## src/rtl/uart_pkg.sv

```systemverilog
// -----------------------------------------------------------------------------
// uart_pkg
// Shared UART types and default sizing constants, imported by the RX FIFO
// and reusable by a future TX FIFO.
//   uart_byte_t          : one UART data byte
//   UART_FIFO_DEPTH_DEF  : default FIFO depth (entries)
//   UART_FIFO_AFULL_DEF  : default almost-full threshold (entries)
// -----------------------------------------------------------------------------
package uart_pkg;

    typedef logic [7:0] uart_byte_t;

    localparam int UART_FIFO_DEPTH_DEF = 16;
    localparam int UART_FIFO_AFULL_DEF = 12;

endpackage : uart_pkg

```

## src/rtl/uart_rx_fifo_if.sv

```systemverilog
// -----------------------------------------------------------------------------
// uart_rx_fifo_if
// Write/read handshake bundle between the UART receiver, the RX FIFO and
// the host-side consumer.
//   wr_data, wr_en : byte and strobe from the receiver
//   full, afull    : flow-control status back to the receiver
//   rd_en          : consumer read request
//   rd_data, empty : head byte and empty status to the consumer
// Modports:
//   master : the receiver/consumer side (drives strobes, sees status)
//   slave  : the FIFO side
// -----------------------------------------------------------------------------
interface uart_rx_fifo_if;
    import uart_pkg::*;

    uart_byte_t wr_data;
    logic       wr_en;
    logic       full;
    logic       afull;
    logic       rd_en;
    uart_byte_t rd_data;
    logic       empty;

    modport master (
        output wr_data, wr_en, rd_en,
        input  full, afull, rd_data, empty
    );

    modport slave (
        input  wr_data, wr_en, rd_en,
        output full, afull, rd_data, empty
    );

endinterface : uart_rx_fifo_if

```

## src/rtl/uart_fifo_mem.sv

```systemverilog
// -----------------------------------------------------------------------------
// uart_fifo_mem
// Simple dual-port byte array: one synchronous write port, one asynchronous
// read port. Holds no pointer or flag logic so it can back either UART FIFO.
//   clk   : write clock
//   we    : write enable
//   waddr : write address
//   wdata : write byte
//   raddr : read address
//   rdata : byte at raddr (combinational)
// -----------------------------------------------------------------------------
module uart_fifo_mem
    import uart_pkg::*;
#(
    parameter  int DEPTH = UART_FIFO_DEPTH_DEF,
    localparam int AW    = $clog2(DEPTH)
) (
    input  logic          clk,
    input  logic          we,
    input  logic [AW-1:0] waddr,
    input  uart_byte_t    wdata,
    input  logic [AW-1:0] raddr,
    output uart_byte_t    rdata
);

    uart_byte_t mem [DEPTH];

    // NOTE: the array has no reset; only the pointers and level decide which
    // entries are valid, and leaving it unreset lets it map onto plain RAM.
    always_ff @(posedge clk) begin
        if (we) begin
            mem[waddr] <= wdata;
        end
    end

    assign rdata = mem[raddr];

endmodule : uart_fifo_mem

```

## src/rtl/uart_rx_fifo.sv

```systemverilog
// -----------------------------------------------------------------------------
// uart_rx_fifo
// Byte buffer between the UART receiver and the host-side consumer. Bytes are
// presented in arrival order; occupancy, almost-full and sticky
// overflow/underflow status are reported for flow control and debug.
//
// Ports:
//   clk, rst_n : clock, asynchronous active-low reset
//   bus        : uart_rx_fifo_if.slave (wr_data/wr_en/full/afull,
//                rd_en/rd_data/empty)
//   level      : current occupancy, 0..DEPTH
//   ovf        : sticky, write seen while full
//   udf        : sticky, read seen while empty
//   err_clr    : synchronous clear of ovf and udf (a same-cycle set wins)
//
// Configuration macro UART_RX_FIFO_FWFT_EN:
//   undefined : rd_data is registered and updates on an accepted read
//   defined   : first-word-fall-through, rd_data shows the head byte
//               combinationally (0x00 while empty)
// -----------------------------------------------------------------------------
module uart_rx_fifo
    import uart_pkg::*;
#(
    parameter  int DEPTH    = UART_FIFO_DEPTH_DEF,
    parameter  int AFULL_TH = UART_FIFO_AFULL_DEF,
    localparam int AW       = $clog2(DEPTH),
    localparam int LW       = AW + 1
) (
    input  logic          clk,
    input  logic          rst_n,
    uart_rx_fifo_if.slave bus,
    output logic [LW-1:0] level,
    output logic          ovf,
    output logic          udf,
    input  logic          err_clr
);

    localparam logic [LW-1:0] FULL_LVL  = LW'(DEPTH);
    localparam logic [LW-1:0] AFULL_LVL = LW'(AFULL_TH);

    logic [AW-1:0] wr_ptr;
    logic [AW-1:0] rd_ptr;
    logic [LW-1:0] level_nxt;
    logic          full;
    logic          empty;
    logic          wr_ok;
    logic          rd_ok;
    uart_byte_t    head;

    // Status comes only from the registered level, so a same-cycle read never
    // makes room for a write and a same-cycle write never feeds a read.
    assign full  = (level == FULL_LVL);
    assign empty = (level == '0);
    assign wr_ok = bus.wr_en && !full;
    assign rd_ok = bus.rd_en && !empty;

    assign bus.full  = full;
    assign bus.empty = empty;
    assign bus.afull = (level >= AFULL_LVL);

    uart_fifo_mem #(.DEPTH(DEPTH)) u_mem (
        .clk   (clk),
        .we    (wr_ok),
        .waddr (wr_ptr),
        .wdata (bus.wr_data),
        .raddr (rd_ptr),
        .rdata (head)
    );

    // NOTE: every combinational output gets a default before the case so no
    // path leaves it unassigned and no latch is inferred.
    always_comb begin
        level_nxt = level;
        unique case ({wr_ok, rd_ok})
            2'b10:   level_nxt = level + LW'(1);
            2'b01:   level_nxt = level - LW'(1);
            default: level_nxt = level;
        endcase
    end

    // NOTE: sequential state uses non-blocking assignments so every register
    // samples the pre-edge values regardless of statement order.
    always_ff @(posedge clk or negedge rst_n) begin
        if (!rst_n) begin
            wr_ptr <= '0;
            rd_ptr <= '0;
            level  <= '0;
            ovf    <= 1'b0;
            udf    <= 1'b0;
        end else begin
            if (wr_ok) wr_ptr <= wr_ptr + AW'(1);
            if (rd_ok) rd_ptr <= rd_ptr + AW'(1);
            level <= level_nxt;
            // Set term is OR-ed last so a new event outranks err_clr.
            ovf <= (ovf && !err_clr) || (bus.wr_en && full);
            udf <= (udf && !err_clr) || (bus.rd_en && empty);
        end
    end

`ifdef UART_RX_FIFO_FWFT_EN
    assign bus.rd_data = empty ? '0 : head;
`else
    uart_byte_t rd_data_q;

    always_ff @(posedge clk or negedge rst_n) begin
        if (!rst_n) begin
            rd_data_q <= '0;
        end else if (rd_ok) begin
            rd_data_q <= head;
        end
    end

    assign bus.rd_data = rd_data_q;
`endif

endmodule : uart_rx_fifo

```

## src/flat_wrapper.sv

```systemverilog
// flat-port wrapper written by rule: the top's interface ports become plain ports
module uart_rx_fifo_flat import uart_pkg::*;
#(
    parameter  int DEPTH    = UART_FIFO_DEPTH_DEF,
    parameter  int AFULL_TH = UART_FIFO_AFULL_DEF,
    localparam int AW       = $clog2(DEPTH),
    localparam int LW       = AW + 1
)
  (clk, rst_n, level, ovf, udf, err_clr, bus_wr_data, bus_wr_en, bus_rd_en, bus_full, bus_afull, bus_rd_data, bus_empty);
  uart_rx_fifo_if bus_i ();
  input  logic clk;
  input  logic rst_n;
  output logic [LW-1:0] level;
  output logic ovf;
  output logic udf;
  input  logic err_clr;
  input wire logic [$bits(bus_i.wr_data)-1:0] bus_wr_data;
  input wire logic [$bits(bus_i.wr_en)-1:0] bus_wr_en;
  input wire logic [$bits(bus_i.rd_en)-1:0] bus_rd_en;
  output wire logic [$bits(bus_i.full)-1:0] bus_full;
  output wire logic [$bits(bus_i.afull)-1:0] bus_afull;
  output wire logic [$bits(bus_i.rd_data)-1:0] bus_rd_data;
  output wire logic [$bits(bus_i.empty)-1:0] bus_empty;
  assign bus_i.wr_data = bus_wr_data;
  assign bus_i.wr_en = bus_wr_en;
  assign bus_i.rd_en = bus_rd_en;
  assign bus_full = bus_i.full;
  assign bus_afull = bus_i.afull;
  assign bus_rd_data = bus_i.rd_data;
  assign bus_empty = bus_i.empty;
  uart_rx_fifo #(.DEPTH(DEPTH), .AFULL_TH(AFULL_TH)) u_core (.clk(clk), .rst_n(rst_n), .bus(bus_i), .level(level), .ovf(ovf), .udf(udf), .err_clr(err_clr));
endmodule
```

## config.mk

```make
export PLATFORM = sky130hd
export DESIGN_NAME = uart_rx_fifo_flat
export DESIGN_NICKNAME = d
export VERILOG_FILES = /design/src/rtl/uart_pkg.sv /design/src/rtl/uart_rx_fifo_if.sv /design/src/rtl/uart_fifo_mem.sv /design/src/rtl/uart_rx_fifo.sv /design/src/flat_wrapper.sv
export SDC_FILE = /design/constraint.sdc
export NUM_CORES = 1
export LEC_CHECK = 0
export ABC_AREA = 1
export CAP_MARGIN = 20
export CORE_UTILIZATION = 60
export CTS_CLUSTER_SIZE = 40
export DETAILED_ROUTE_END_ITERATION = 16
export PLACE_DENSITY_LB_ADDON = 0.08
export SLEW_MARGIN = 20
export SYNTH_ARGS = -nofsm -noshare
export SYNTH_HDL_FRONTEND = slang
export SYNTH_SLANG_ARGS = --single-unit
```

## constraint.sdc

```tcl
create_clock -name clk -period 5 [get_ports clk]
set_input_delay 0.5 -clock clk [delete_from_list [all_inputs] [get_ports clk]]
set_output_delay 0.5 -clock clk [all_outputs]
set_load 0.03 [all_outputs]
```

==> flow_metrics.tcl, run 1 <==
set metrics [dict create \
    status "finished, final reports clean" \
    drt-vias-per-instance 5.45 \
    n_antenna_cell 0 \
    cts_max_path_buffers 2 \
    drt-total-wl_microns 15500 \
    firstDrtPassIters 5 \
    ir_drop_uv 441 \
    syn2layout_area_growth_pct 15.6 \
    power_leakage_nw 3.46 \
    cts_tree "yes" \
    synth_cells 690 \
    period_needed_ps 2710 \
    cts_inserted_buffers 17 \
    cts_root_buf "clkbuf_16" \
    layout_common_cells "241 x nand2_1, 128 x edfxtp_1, 117 x inv_1, 102 x nand3_1, 29 x clkdlybuf4s50_1" \
    final.period_utilization_pct 54.2 \
    cts_max_level 4 \
    crit_path_end_kind "flop" \
    hold_ws_ps 48.7 \
    cellPowerDensity_nw_per_um2 604 \
    wire_per_inst_microns 17.9 \
    worst_pin_slew_ps 1120 \
    cts_setup_buffers 0 \
    critPathRequiredTime_ps 5370 \
    nets 731 \
    layout_commonest_cell "nand2_1" \
    ys_seq_area_share_pct 65.1 \
    place_congestion 0.901 \
    antenna_found_initial 0 \
    drive_gt1_share_pct 6.64 \
    maxSlewViolCount 0 \
    grt_pass1_wl_microns 23700 \
    die_y_microns 108 \
    ioPinCount 31 \
    synth.cell_area_sq_um 6790 \
    port_buffers 30 \
    cts-resized-gates 0 \
    ys_ff_latch 151 \
    postCtsHoldBufs 0 \
    dieWidth_microns 108 \
    hold_viol 0 \
    grt_pass1_vias 4558 \
    setup.worst_path.class "reg2reg" \
    finalSetupTns_ps 0 \
    maxCapViolations 0 \
    hold_path.class "in2async" \
    cts.sinks 151 \
    cts.reportedPaths.clkPinSlew_ps 60 \
    worstPathArrival_ps 3080 \
    dp.cells 830 \
    drt_iter0_drc 512 \
    rsz0062_at_grt "no" \
    synth_nets 711 \
    coreArea_sq_um 10900 \
    drcViolationCount 0 \
    detailedPlace.worstSlack_ps 1910 \
    finalSetupViolations 0 \
    clock_latency_ps 430 \
    yosys_warnings 0 \
    gr-usage-all-layers_pct 28.8 \
    max_freq_ghz 0.369 \
    fin_ws_ps 2290 \
    final_cells 863 \
    critical_path.startpoint_type "flop" \
    rrSetupSlack_ps 2290 \
    clock-skew-final_ps 8.22 \
    ys_types 23 \
    async_flop_share_pct 15.2 \
    synth-edff-count 128 \
    ant_nets 0 \
    max_slew_margin_pct 24.6 \
    grt_overflow 0 \
    die_area_sq_um 11700 \
    initial_core_util_pct 62.1 \
    grt_max_degree 68 \
    cp_max_fo 7 \
    hpwl_microns 9340 \
    vias 4700 \
    rows 38 \
    post_synth.cell_area_avg_sq_um 9.84 \
    synth_ff_type "edfxtp_1" \
]
report_power, final:
group          internal [mW]  switching [mW]  leakage [nW]
Combinational          0.489            1.05          1.69
Sequential              1.55           0.173          1.44
Clock                  0.981           0.498         0.330
final timing paths:
| kind | start | end | cells past startpoint |
|---|---|---|---|
| worst max-delay path | u_core.level[2] | u_core.level[4] | 14 |
| worst min-delay path | rst_n | u_core.wr_ptr[3] | 1 |
| worst max register to register | u_core.level[2] | u_core.level[4] | 14 |
| worst min register to register | u_core.bus.rd_data[5] | u_core.bus.rd_data[5] | 2 |
| max in group asynchronous | rst_n | u_core.rd_ptr[0] | 1 |
| min in group clk | u_core.bus.rd_data[5] | u_core.bus.rd_data[5] | 2 |
per-layer routing:
metal  part of all wire [%]  vias up  global-route usage [%]
li1                       -     2244                       -
met1                     42     2224                    37.8
met2                     48      202                    45.5
met3                    8.0       30                    7.17
met4                    2.4        0                    12.8
met5                      0        -                       0
Yosys cell counts (all sizes together) (2+ instances only):
library cell / n / area share [%]
nand2: 242 / 13
edfxtp: 128 / 57
inv: 119 / 6.6
nand3: 102 / 7.5
buf: 26 / 2.3
dfrtp: 23 / 8.5
nor3: 16 / 1.2
ha: 8 / 1.5
o21ai: 6 / 0.44
clkbuf: 5 / 0.29
xor2: 5 / 0.65
xnor2: 4 / 0.52
nor2: 2 / 0.11
through the flow:
stage	instance area (sq um)	utilization, %	power (mW)
3_3_place_gp	7100	64.9	3.19
5_1_grt	7850	71.8	4.97
4_1_cts	7780	71.2	4.71
2_1_floorplan	6790	-	2.77
6_report	7850	71.8	4.74
3_5_place_dp	7100	64.9	3.22
logic make-up after synthesis:
| logic type | Yosys count | share of synthesized area (%) |
|---|---|---|
| and+or+nand+nor | 364 | 22.5 |
| buffers and inverters | 151 | 9.20 |
| xor gates and xnor gates | 9 | 1.16 |
| DFF | 151 | 65.1 |
| adders and majority gates | 8 | 1.47 |
| AOI/OAI and AO/OA | 7 | 0.553 |
final cells by class:
type | instances | area [sq um]
multi-input combinational | 388 | 1790
inverter | 120 | 450
fill | 803 | 3090
tap | 140 | 175
sequential | 151 | 4420
clock inverter | 14 | 254
timing repair buffer | 32 | 330
clock buffer | 18 | 429
registers in the layout, summed over array words and instances (netlist names):
register	cells
u_core.u_mem.mem	128
u_core.bus.rd_data	8
u_core.level	5
u_core.rd_ptr	4
u_core.wr_ptr	4
u_core.ovf	1
u_core.udf	1
worst max-delay path: stages, from the launching register on:
cell and delay [ps]:
dfrtp_1 460, nor4_2 310, nand2_1 110, nand2_1 410, ha_1 370, xor2_1 210
ha_1 180, inv_1 50, nand2_1 120, nand3_1 110, nand2_1 90, nand2_1 60
nand2_1 50, nand2_1 50, nand2_1 70
(Power assumes the default switching activity.)
==> run 2, diff against run 1 <==
Settings changed: CORE_UTILIZATION 60 to 54.
Clock period 5 ns to 2.2 ns, I/O delays scaled along.
==> run 2 against run 1 <==
Final cell count up 7.2%. Via count fell by 0.38%. Worst hold slack better by 120 ps. Critical path depth down 1. Clock skew decreased by 3.4 ps. Register-to-register slack got worse by 2200 ps. Critical endpoint is now u_core.level[3].
==> flow_metrics.tcl, run 2 (synthesis gave the netlist of run 1 again) <==
set metrics [dict create \
    status "finished, final reports clean" \
    die_y_microns 114 \
    nets 766 \
    rows 40 \
    max_slew_margin_pct 52.2 \
    n_antenna_cell 0 \
    cp_max_fo 12 \
    cellPowerDensity_nw_per_um2 1280 \
    cp-startpoint "u_core.level[3]" \
    grt_max_degree 68 \
    die_area_sq_um 13000 \
    cp_top_family "simple AND/OR/NAND/NOR gates" \
    drt-total-wl_microns 14900 \
    cts_inserted_buffers 17 \
    wire_per_inst_microns 16.1 \
    clock-skew-final_ps 4.79 \
    slowest_stage "dfrtp_2" \
    power_leakage_nw 3.57 \
    ant_nets 0 \
    setup.worst_path.class "reg2reg" \
    clock_latency_ps 420 \
    layout_common_cells "239 x nand2_1, 128 x edfxtp_1, 117 x inv_1, 101 x nand3_1, 35 x buf_4" \
    rr_startpoint "u_core.level[3]" \
    ir_drop_uv 586 \
    vias 4682 \
    path_common_cell "nand2_1" \
    antenna_found_initial 0 \
    dieWidth_microns 114 \
    fillers 989 \
    drcViolationCount 0 \
    grt_overflow 0 \
    design_area_sq_um 8000 \
    worstPathArrival_ps 2430 \
    placed_cell_area_sq_um 7420 \
    hpwl_microns 9920 \
    maxCapViolations 0 \
    final.period_utilization_pct 94.7 \
    cts_max_path_buffers 2 \
    fin_ws_ps 117 \
    worst_pin_slew_ps 714 \
    hold_viol 0 \
    initial_core_util_pct 56.1 \
    top_register "u_core.u_mem.mem" \
    post-route-util_pct 66.0 \
    cts.reportedPaths.clkPinSlew_ps 60 \
    critPathRequiredTime_ps 2550 \
    cts_tree "yes" \
    postCtsHoldBufs 0 \
    grt_pass1_vias 4514 \
    layout_commonest_cell "nand2_1" \
    hold_ws_ps 169 \
    critical_path.startpoint_type "flop" \
    place_congestion 0.917 \
    drive_gt1_share_pct 10.6 \
    layout.area.seq_sq_um 4430 \
    cts_root_buf "clkbuf_16" \
    cts.sinks 151 \
    rsz0062_at_grt "yes" \
    path_cells "nor4_4 > nand2_1 > nand2_2 > inv_2 > buf_4 > ha_1 > nand2_1 > inv_1 > a21boi_2 > nand2_1 > nand2_1 > nand3_1 > nand2_1" \
    total_power_mw 10.2 \
    hold_path.class "in2async" \
    max_stage_delay_ps 430 \
    worst-path-stages 13 \
    ioPinCount 31 \
    maxSlewViolCount 0 \
    coreArea_sq_um 12100 \
    max_freq_ghz 0.480 \
    r2r_cells 13 \
    r2r-end "u_core.level[3]" \
    period_needed_ps 2080 \
    largest_reg_flops 128 \
    drt-vias-per-instance 5.06 \
    firstDrtPassIters 5 \
    drt_iter0_drc 328 \
    multi_input_area_sq_um 1800 \
    finalSetupViolations 0 \
    crit_path_end_kind "flop" \
    cts_max_level 4 \
    gr-usage-all-layers_pct 25.1 \
    syn2layout_area_growth_pct 17.8 \
    crit_path_end "u_core.level[3]" \
    rrSetupSlack_ps 120 \
    detailedPlace.worstSlack_ps 50.2 \
    port_buffers 30 \
    grt_pass1_wl_microns 23700 \
    critPathBufInv 3 \
]
run 2: cell types whose count changed in the layout (fill, tap and decap cells not counted), sizes merged:
| cell | delta |
|---|---|
| buf | +34 |
| clkinvlp | -1 |
| bufinv | -6 |
| clkbuf | +1 |
| clkinv | +4 |
| clkdlybuf4s50 | -1 |
| inv | +1 |
| dlygate4sd2 | +2 |
run 2: power by group:
part | switching (mW) | internal, mW
Combinational | 2.55 | 1.31
Clock | 1.05 | 1.52
Sequential | 0.251 | 3.52
run 2: per-layer routing:
metal | routed length, microns | global-route usage, % | up-vias
met5 | 0 | 0 | -
met4 | 240 | 9.52 | 0
met3 | 696 | 5.08 | 20
met2 | 7380 | 40.8 | 121
met1 | 6570 | 33.6 | 2222
li1 | - | - | 2319
run 2: worst min-delay path by stage:
| stage | startpoint | to | slack [ps] | cells after the start |
|---|---|---|---|---|
| 3_5_place_dp | u_core.bus.rd_data[1] | u_core.bus.rd_data[1] | 460 | 2 |
| 3_3_place_gp | u_core.bus.rd_data[1] | u_core.bus.rd_data[1] | 470 | 2 |
| 4_1_cts | rst_n | u_core.rd_ptr[2] | 170 | 2 |
| 2_1_floorplan | rst_n | u_core.bus.rd_data[0] | -80 | 0 |
| 5_1_grt | rst_n | u_core.rd_ptr[2] | 200 | 2 |
| 6_report | rst_n | u_core.rd_ptr[2] | 170 | 2 |
run 2: cell type report:
type | count | area share [%]
Tap cell | 168 | 2.63
Sequential cell | 151 | 55.3
Timing Repair Buffer | 67 | 7.40
Clock buffer | 19 | 5.41
Inverter | 120 | 5.63
Clock inverter | 12 | 1.08
Multi-Input combinational cell | 388 | 22.5
run 2: through the flow:
step | setup TNS, ps | cells
global placement | 0 | 891
detailed placement | 0 | 891
floorplan | -138 | 690
CTS | 0 | 922
finish | 0 | 925
global route | -62.2 | 925
run 2: timing repair:
item,in CTS,in global routing
setup endpoints to repair,2,3
pin swaps,0,3
setup buffers,0,3
resized for setup,2,8
==> run 3, diff against run 2 <==
Settings changed: CORE_ASPECT_RATIO set to 2.
==> run 3 against run 2 <==
Utilization decreased by 0.57 points. Combinational power up 2%. Die area rose by 0.21%. Final cell count decreased by 2.7%. Via count is 1.3% higher. Clock-buffer cell count decreased by 1. Cell area is 0.17% lower. Sequential power is essentially flat. Global-route usage rose by 1.4 points.
==> flow_metrics.tcl, run 3 (synthesis gave the netlist of run 1 again) <==
set metrics [dict create \
    status "finished, final reports clean" \
    slowest_stage "dfrtp_2" \
    detailedPlace.worstSlack_ps 20.6 \
    path_common_cell "nand2_1" \
    vias 4741 \
    fillers 952 \
    dieWidth_microns 81.3 \
    drt-total-wl_microns 15600 \
    worst_pin_slew_ps 721 \
    multi_input_area_sq_um 1780 \
    layout.area.seq_sq_um 4430 \
    cts.reportedPaths.clkPinSlew_ps 60 \
    path_cells "nor4_4 > nand2_1 > nand2_2 > inv_2 > ha_4 > xor2_2 > ha_2 > inv_1 > nand2_1 > nand3_1 > nand3_1 > nand2_1 > nand2_1 > nand2_1" \
    antenna_found_initial 0 \
    post-route-util_pct 65.5 \
    cp_max_fo 5 \
    power_leakage_nw 3.57 \
    max_slew_margin_pct 52.0 \
    finalSetupViolations 0 \
    cts_max_path_buffers 2 \
    cts_root_buf "clkbuf_16" \
    hpwl_microns 10500 \
    ir_drop_uv 1080 \
    die_area_sq_um 13100 \
    clock-skew-final_ps 13.4 \
    max_freq_ghz 0.480 \
    top_register "u_core.u_mem.mem" \
    nets 763 \
    grt_overflow 0 \
    worstPathArrival_ps 2390 \
    layout_common_cells "240 x nand2_1, 128 x edfxtp_1, 117 x inv_1, 102 x nand3_1, 32 x buf_4" \
    n_antenna_cell 0 \
    critPathRequiredTime_ps 2510 \
    cts.sinks 151 \
    critical_path.startpoint_type "flop" \
    drive_gt1_share_pct 9.56 \
    syn2layout_area_growth_pct 17.6 \
    rows 57 \
    r2r_cells 14 \
    cts_max_level 4 \
    rsz0062_at_grt "yes" \
    drt_iter0_drc 292 \
    ant_nets 0 \
    drcViolationCount 0 \
    maxSlewViolCount 0 \
    cts_tree "yes" \
    gr-usage-all-layers_pct 26.5 \
    grt_pass1_vias 4738 \
    clock_latency_ps 420 \
    wire_per_inst_microns 17.3 \
    ioPinCount 31 \
    drt-vias-per-instance 5.27 \
    crit_path_end_kind "flop" \
    place_congestion 0.823 \
    grt_pass1_wl_microns 24500 \
    setup.worst_path.class "reg2reg" \
    firstDrtPassIters 4 \
    maxCapViolations 0 \
    cellPowerDensity_nw_per_um2 1310 \
    initial_core_util_pct 55.7 \
    grt_max_degree 68 \
    fin_ws_ps 117 \
    final.period_utilization_pct 94.7 \
    cts_inserted_buffers 17 \
    die_y_microns 161 \
    hold_path.class "in2async" \
    largest_reg_flops 128 \
    period_needed_ps 2080 \
    layout_commonest_cell "nand2_1" \
    port_buffers 30 \
    coreArea_sq_um 12200 \
    max_stage_delay_ps 420 \
    hold_viol 0 \
]
run 3: cell count changes in the layout (fill, tap and decap cells not counted), sizes merged:
| cell | previous run | this run |
|---|---|---|
| buf | 37 | 34 |
| clkbuf | 19 | 18 |
| clkinv | 10 | 8 |
| bufinv | 1 | 3 |
run 3: power breakdown:
part | leakage [nW] | switching [mW] | internal [mW] | total (mW)
Combinational | 1.86 | 2.58 | 1.33 | 3.91
Sequential | 1.44 | 0.224 | 3.52 | 3.74
Clock | 0.273 | 1.07 | 1.75 | 2.81
run 3: timing repair:
item	in CTS	in global routing
endpoints found under the hold margin	0	0
setup buffers	0	0
resized for setup	2	3
setup endpoints to repair	2	3
hold buffers	0	0
run 3: layer usage:
metal | GRT usage [%] | part of all wire (%)
met5 | 0 | 0
met4 | 13.7 | 3.2
met3 | 4.49 | 3.8
met2 | 47.7 | 58
met1 | 28.6 | 35
run 3: layout make-up:
type | instances | share of cell area, %
repair buffers | 64 | 7.24
clock buffers | 18 | 5.38
flip-flops and latches | 151 | 55.4
inverters | 120 | 5.64
well taps | 147 | 2.30
multi-input cells | 388 | 22.3
clock inverters | 12 | 1.69
run 3: per-stage QoR:
step                cells  total power, mW  cell area (sq um)  TNS, ps  hold slack (ps)
global route          900             11.1               7980    -38.1              203
floorplan             690             6.34               6830     -138            -75.6
global placement      870             7.63               7410        0              468
finish                900             10.5               7980        0              166
detailed placement    870             7.72               7410        0              469
CTS                   900             10.5               7970        0              160
run 3: worst max-delay path, delay by kind of cell (launching register included):
family,cells,cell delay (ps)
buffers and inverters,2,100
xor gates and xnor gates,1,150
adders and majority gates,2,370
DFF,1,420
and+or+nand+nor,9,940
run 3: worst paths after layout:
check                                            from                     to  slack, ps
worst max-delay path                  u_core.level[3]        u_core.level[4]        120
worst min-delay path                            rst_n        u_core.level[1]        170
worst max register to register        u_core.level[3]        u_core.level[4]        120
worst min register to register  u_core.bus.rd_data[7]  u_core.bus.rd_data[7]        480
max in group asynchronous                       rst_n       u_core.rd_ptr[0]       1750
min in group clk                              err_clr             u_core.ovf        400
==> edit 1 (flow settings as in run 1) <==
Add a define of `UART_RX_FIFO_FWFT_EN`.
--- a/src/rtl/uart_rx_fifo.sv
+++ b/src/rtl/uart_rx_fifo.sv
@@ -18,6 +18,8 @@
 //   defined   : first-word-fall-through, rd_data shows the head byte
 //               combinationally (0x00 while empty)
 // -----------------------------------------------------------------------------
+`define UART_RX_FIFO_FWFT_EN
+
 module uart_rx_fifo
     import uart_pkg::*;
 #(
Behaviour: not the same (a bounded check fails within 4 cycles, from zero or initial values and one cycle with rst_n low).
==> edit 1 against run 1 <==
Wire length decreased by 15%. Area after synthesis is 8.7% lower. Sequential share of layout area is 2.3 points higher. Final area fell by 8.3%. Sequential cell count shrank 8. Final cell count shrank 15%. Worst setup slack lost 0.78 ns. Power about the same.
==> edit 1: results (changes against run 1) <==
metric,value,unit,change
ys_warn_count,0,,unchanged
drive_gt1_share,10.3,%,+3.7 points
first_pass_iters,5,,unchanged
cts_buffers,17,,unchanged
synth-seq-area-share,68.0,%,+2.9 points
crit_arrival,2.99,ns,-0.09 ns
avgViaCountPerCell,5.67,,+4.0%
crit_fanout,65,,+58
clockRootBuffer,clkbuf_8,,
tightest_slew,0.954,ns,-0.169 ns
syn_nets,582,,-18%
run_status,finished clean,,
fill_cells,671,,-16%
htree_levels,4,,unchanged
routed_wl,13200,µm,-15%
dp_hpwl,7850,µm,-16%
cpPeakStageDelay,0.69,ns,+0.23 ns
grt_max_degree,67,,-1.5%
skew,0.00478,ns,-0.00344 ns
ir_worst_vdd,0.513,mV,+16%
hp-class,input pin to async pin,,
grt_pass1_vias,4104,,-10%
leakagePower,2.75,nW,-21%
synth_area_leaders,"edfxtp_1 (62%), nand2_1 (12%), nand3_1 (8.6%)",,
cts-resized-gates,0,,unchanged
drt_iter0_markers,293,,-43%
synth_edf_count,128,,unchanged
place_area,6520,µm²,-8.2%
fin_nets,608,,-17%
cts_buffer_depth,2,,unchanged
cts_setup_buffers,0,,unchanged
yosysUniqueCellTypes,24,,+4.3%
pwr-share-clk,30.1,%,-1.1 points
top_register,u_core.u_mem.mem,,
p_clk,1.43,mW,-3%
gp_congestion,0.801,,-11%
syn_avg_cell_area,11.1,µm²,+12%
antenna_found_initial,0,,unchanged
grt_pass1_wl,21200,µm,-11%
synth_ff_type,edfxtp_1,,
vias,4153,,-12%
critPathSlowestCell,clkdlybuf4s50_1,,
area_growth,16.1,%,
async_flop_share,10.5,%,-4.7 points
clk_pin_slew,0.06,ns,about the same
portBuffers,30,,unchanged
dp_slack,1.87,ns,-0.0364 ns
cpLargestDelayFamily,buffers and inverters,,
diodes,0,,unchanged
switchingPower,1.73,mW,+0.43%
insertion_delay,0.53,ns,+0.10 ns
largestPowerGroup,combinational cells,,
groute.usage.overall,26.6,%,-2.2 points
yosys-top-cells-count,"nand2_1 (197), edfxtp_1 (128), nand3_1 (106)",,
seq-power,1.59,mW,-8%
place_inst,701,,-16%
top_regs,"u_core.u_mem.mem: 128 flops, u_core.level: 5 flops",,
==> edit 1: metal layers <==
metal | track usage (%) | part of all wire, % | wire length, µm | up-vias
met2 | 43.6 | 50 | 6540 | 157
met1 | 34.0 | 41 | 5470 | 1991
met5 | 0 | 0 | 0 | -
met3 | 5.92 | 6.8 | 901 | 27
met4 | 12.1 | 2.1 | 271 | 0
li1 | - | - | - | 1978
==> edit 1: logic make-up (layout without fill, tap and decap cells) <==
family                     count (synthesis)  after routing  share of synthesized area (%)
xor gates and xnor gates                   9              9                           1.27
buffers and inverters                     50             89                           4.42
AOI/OAI and AO/OA                         18             18                           1.98
and+or+nand+nor                          333            333                           22.7
DFF                                      143            143                           68.0
adders and majority gates                  8              8                           1.61
==> edit 1: area by class of cell <==
type | count | share of cell area [%]
flip-flops and latches | 143 | 58.6
multi-input cells | 368 | 23.7
clock inverters | 11 | 2.89
inverters | 21 | 1.11
well taps | 133 | 2.31
clock buffers | 21 | 6.52
repair buffers | 36 | 4.80
==> edit 1: worst paths after layout <==
check | endpoint | slack, ns | start | cells after the start
worst max-delay path | bus_rd_data[2] | 1.51 | u_core.rd_ptr[0]$_DFFE_PN0P_ | 8
worst min-delay path | u_core.wr_ptr[2]$_DFFE_PN0P_ | 0.41 | rst_n | 1
worst max register to register | u_core.level[4]$_DFFE_PN0P_ | 2.40 | u_core.level[0]$_DFFE_PN0P_ | 18
worst min register to register | u_core.udf$_DFF_PN0_ | 0.52 | u_core.udf$_DFF_PN0_ | 2
max in group asynchronous | u_core.rd_ptr[0]$_DFFE_PN0P_ | 4.06 | rst_n | 1
min in group clk | u_core.udf$_DFF_PN0_ | 0.52 | u_core.udf$_DFF_PN0_ | 2
==> edit 2 (settings of run 1) <==
Without the edit above. Register the output `level` once more, without a reset; this adds one clock of latency there. The other outputs are not delayed to match. Comments in the files are not updated.
--- a/src/rtl/uart_rx_fifo.sv
+++ b/src/rtl/uart_rx_fifo.sv
@@ -38,6 +38,8 @@
     localparam logic [LW-1:0] FULL_LVL  = LW'(DEPTH);
     localparam logic [LW-1:0] AFULL_LVL = LW'(AFULL_TH);
 
+    logic [LW-1:0] level_s0;
+
     logic [AW-1:0] wr_ptr;
     logic [AW-1:0] rd_ptr;
     logic [LW-1:0] level_nxt;
@@ -49,14 +51,14 @@
 
     // Status comes only from the registered level, so a same-cycle read never
     // makes room for a write and a same-cycle write never feeds a read.
-    assign full  = (level == FULL_LVL);
-    assign empty = (level == '0);
+    assign full  = (level_s0 == FULL_LVL);
+    assign empty = (level_s0 == '0);
     assign wr_ok = bus.wr_en && !full;
     assign rd_ok = bus.rd_en && !empty;
 
     assign bus.full  = full;
     assign bus.empty = empty;
-    assign bus.afull = (level >= AFULL_LVL);
+    assign bus.afull = (level_s0 >= AFULL_LVL);
 
     uart_fifo_mem #(.DEPTH(DEPTH)) u_mem (
         .clk   (clk),
@@ -70,11 +72,11 @@
     // NOTE: every combinational output gets a default before the case so no
     // path leaves it unassigned and no latch is inferred.
     always_comb begin
-        level_nxt = level;
+        level_nxt = level_s0;
         unique case ({wr_ok, rd_ok})
-            2'b10:   level_nxt = level + LW'(1);
-            2'b01:   level_nxt = level - LW'(1);
-            default: level_nxt = level;
+            2'b10:   level_nxt = level_s0 + LW'(1);
+            2'b01:   level_nxt = level_s0 - LW'(1);
+            default: level_nxt = level_s0;
         endcase
     end
 
@@ -84,13 +86,13 @@
         if (!rst_n) begin
             wr_ptr <= '0;
             rd_ptr <= '0;
-            level  <= '0;
+            level_s0 <= '0;
             ovf    <= 1'b0;
             udf    <= 1'b0;
         end else begin
             if (wr_ok) wr_ptr <= wr_ptr + AW'(1);
             if (rd_ok) rd_ptr <= rd_ptr + AW'(1);
-            level <= level_nxt;
+            level_s0 <= level_nxt;
             // Set term is OR-ed last so a new event outranks err_clr.
             ovf <= (ovf && !err_clr) || (bus.wr_en && full);
             udf <= (udf && !err_clr) || (bus.rd_en && empty);
@@ -113,5 +115,9 @@
     assign bus.rd_data = rd_data_q;
 `endif
 
+    always_ff @(posedge clk) begin
+        level <= level_s0;
+    end
+
 endmodule : uart_rx_fifo
 
Check against the original RTL: not equivalent (a bounded check fails within 4 cycles, from zero or initial values and one cycle with rst_n low).
==> edit 2 against run 1 <==
Wire length decreased by 5.0%. Power decreased by 3.9%. Largest cell class unchanged. Core utilization decreased by 0.82 points. Sequential cell count increased by 5. Via count decreased by 0.83%. Area after synthesis increased by 1.5%. Worst setup slack got worse by 0.086 ns. Worst hold slack improved by 0.0022 ns. Final area decreased by 0.29%. Non-clock buffer count unchanged.
==> edit 2: results (changes against run 1) <==
metric,value,unit,change
run_status,finished clean,,
crit_arrival,3.11,ns,+0.03 ns
grt_pass1_vias,4404,,-3.4%
gp_congestion,0.888,,-1.5%
cpPeakStageDelay,0.50,ns,+0.04 ns
syn-instance-count,695,,+0.72%
rrSetupSlack,2.20,ns,-0.09 ns
grt_max_degree,69,,+1.5%
crit_start,u_core.level_s0[0]$_DFFE_PN0P_,,
yosysUniqueCellTypes,24,,+4.3%
dp_hpwl,9410,µm,+0.78%
ir_worst_vdd,0.425,mV,-3.7%
syn_nets,716,,+0.70%
slew_headroom,29.1,%,+4.5 points
synth-seq-area-share,65.6,%,+0.51 points
rr_worst_depth,13,,-1
fin_nets,736,,+0.68%
fill_cells,819,,+2.0%
groute.usage.overall,27.6,%,-1.2 points
leakagePower,3.45,nW,-0.39%
grt_pass1_wl,23000,µm,-3.0%
skew,0.00843,ns,+0.000203 ns
synth_ff_type,edfxtp_1,,
critPathSlowestCell,nand2_1,,
drt_iter0_markers,499,,-2.5%
reg2reg_to,u_core.level_s0[4]$_DFFE_PN0P_,,
async_flop_share,14.7,%,-0.49 points
drive_gt1_share,6.04,%,-0.60 points
avgViaCountPerCell,5.37,,-1.4%
routed_wl,14700,µm,-5.0%
==> edit 2: cell types whose count changed after synthesis, sizes merged <==
cell / change
dfxtp: +5
==> edit 2: cell families (layout without fill, tap and decap cells) <==
logic type | count (synthesis) | in the layout | synth area share (%)
xor gates and xnor gates | 9 | 9 | 1.14
buffers and inverters | 151 | 184 | 9.06
AOI/OAI and AO/OA | 7 | 7 | 0.545
and+or+nand+nor | 364 | 364 | 22.2
adders and majority gates | 8 | 8 | 1.45
DFF | 156 | 156 | 65.6
==> edit 2: layout make-up <==
cell class	instances	area share [%]
clock buffers	19	5.53
clock inverters	13	1.92
inverters	120	5.76
multi-input cells	388	22.7
flip-flops and latches	156	57.8
well taps	140	2.24
repair buffers	32	4.06
==> edit 2: stage by stage <==
stage               hold WS (ns)  util, %  setup WS (ns)
finish                    0.0508     70.9           2.20
CTS                        0.482     70.6           1.94
global route              0.0904     70.9           1.94
floorplan                  0.204        -           2.71
global placement           0.465     65.3           1.89
detailed placement         0.462     65.3           1.81
==> edit 2: worst reg2reg max path, stage by stage (launching register included) <==
cell and delay, ns:
dfrtp_1 0.45, nor4_2 0.33, nand2_1 0.10, nand2_1 0.50, ha_1 0.40, xor2_1 0.23
ha_1 0.18, inv_1 0.04, nand2_1 0.09, nand3_1 0.11, nand3_1 0.10, nand2_1 0.05
nand2_1 0.05, nand2_1 0.04
==> edit 2: power by group <==
group | switching (mW) | total, mW | internal [mW]
combinational | 1.03 | 1.52 | 0.487
sequential | 0.175 | 1.78 | 1.61
clock | 0.477 | 1.25 | 0.777
==> edit 2: metal layers <==
layer	GRT usage, %	routed length (µm)
met5	0	0
met4	12.5	358
met1	39.4	6440
met3	7.59	1210
met2	39.6	6680
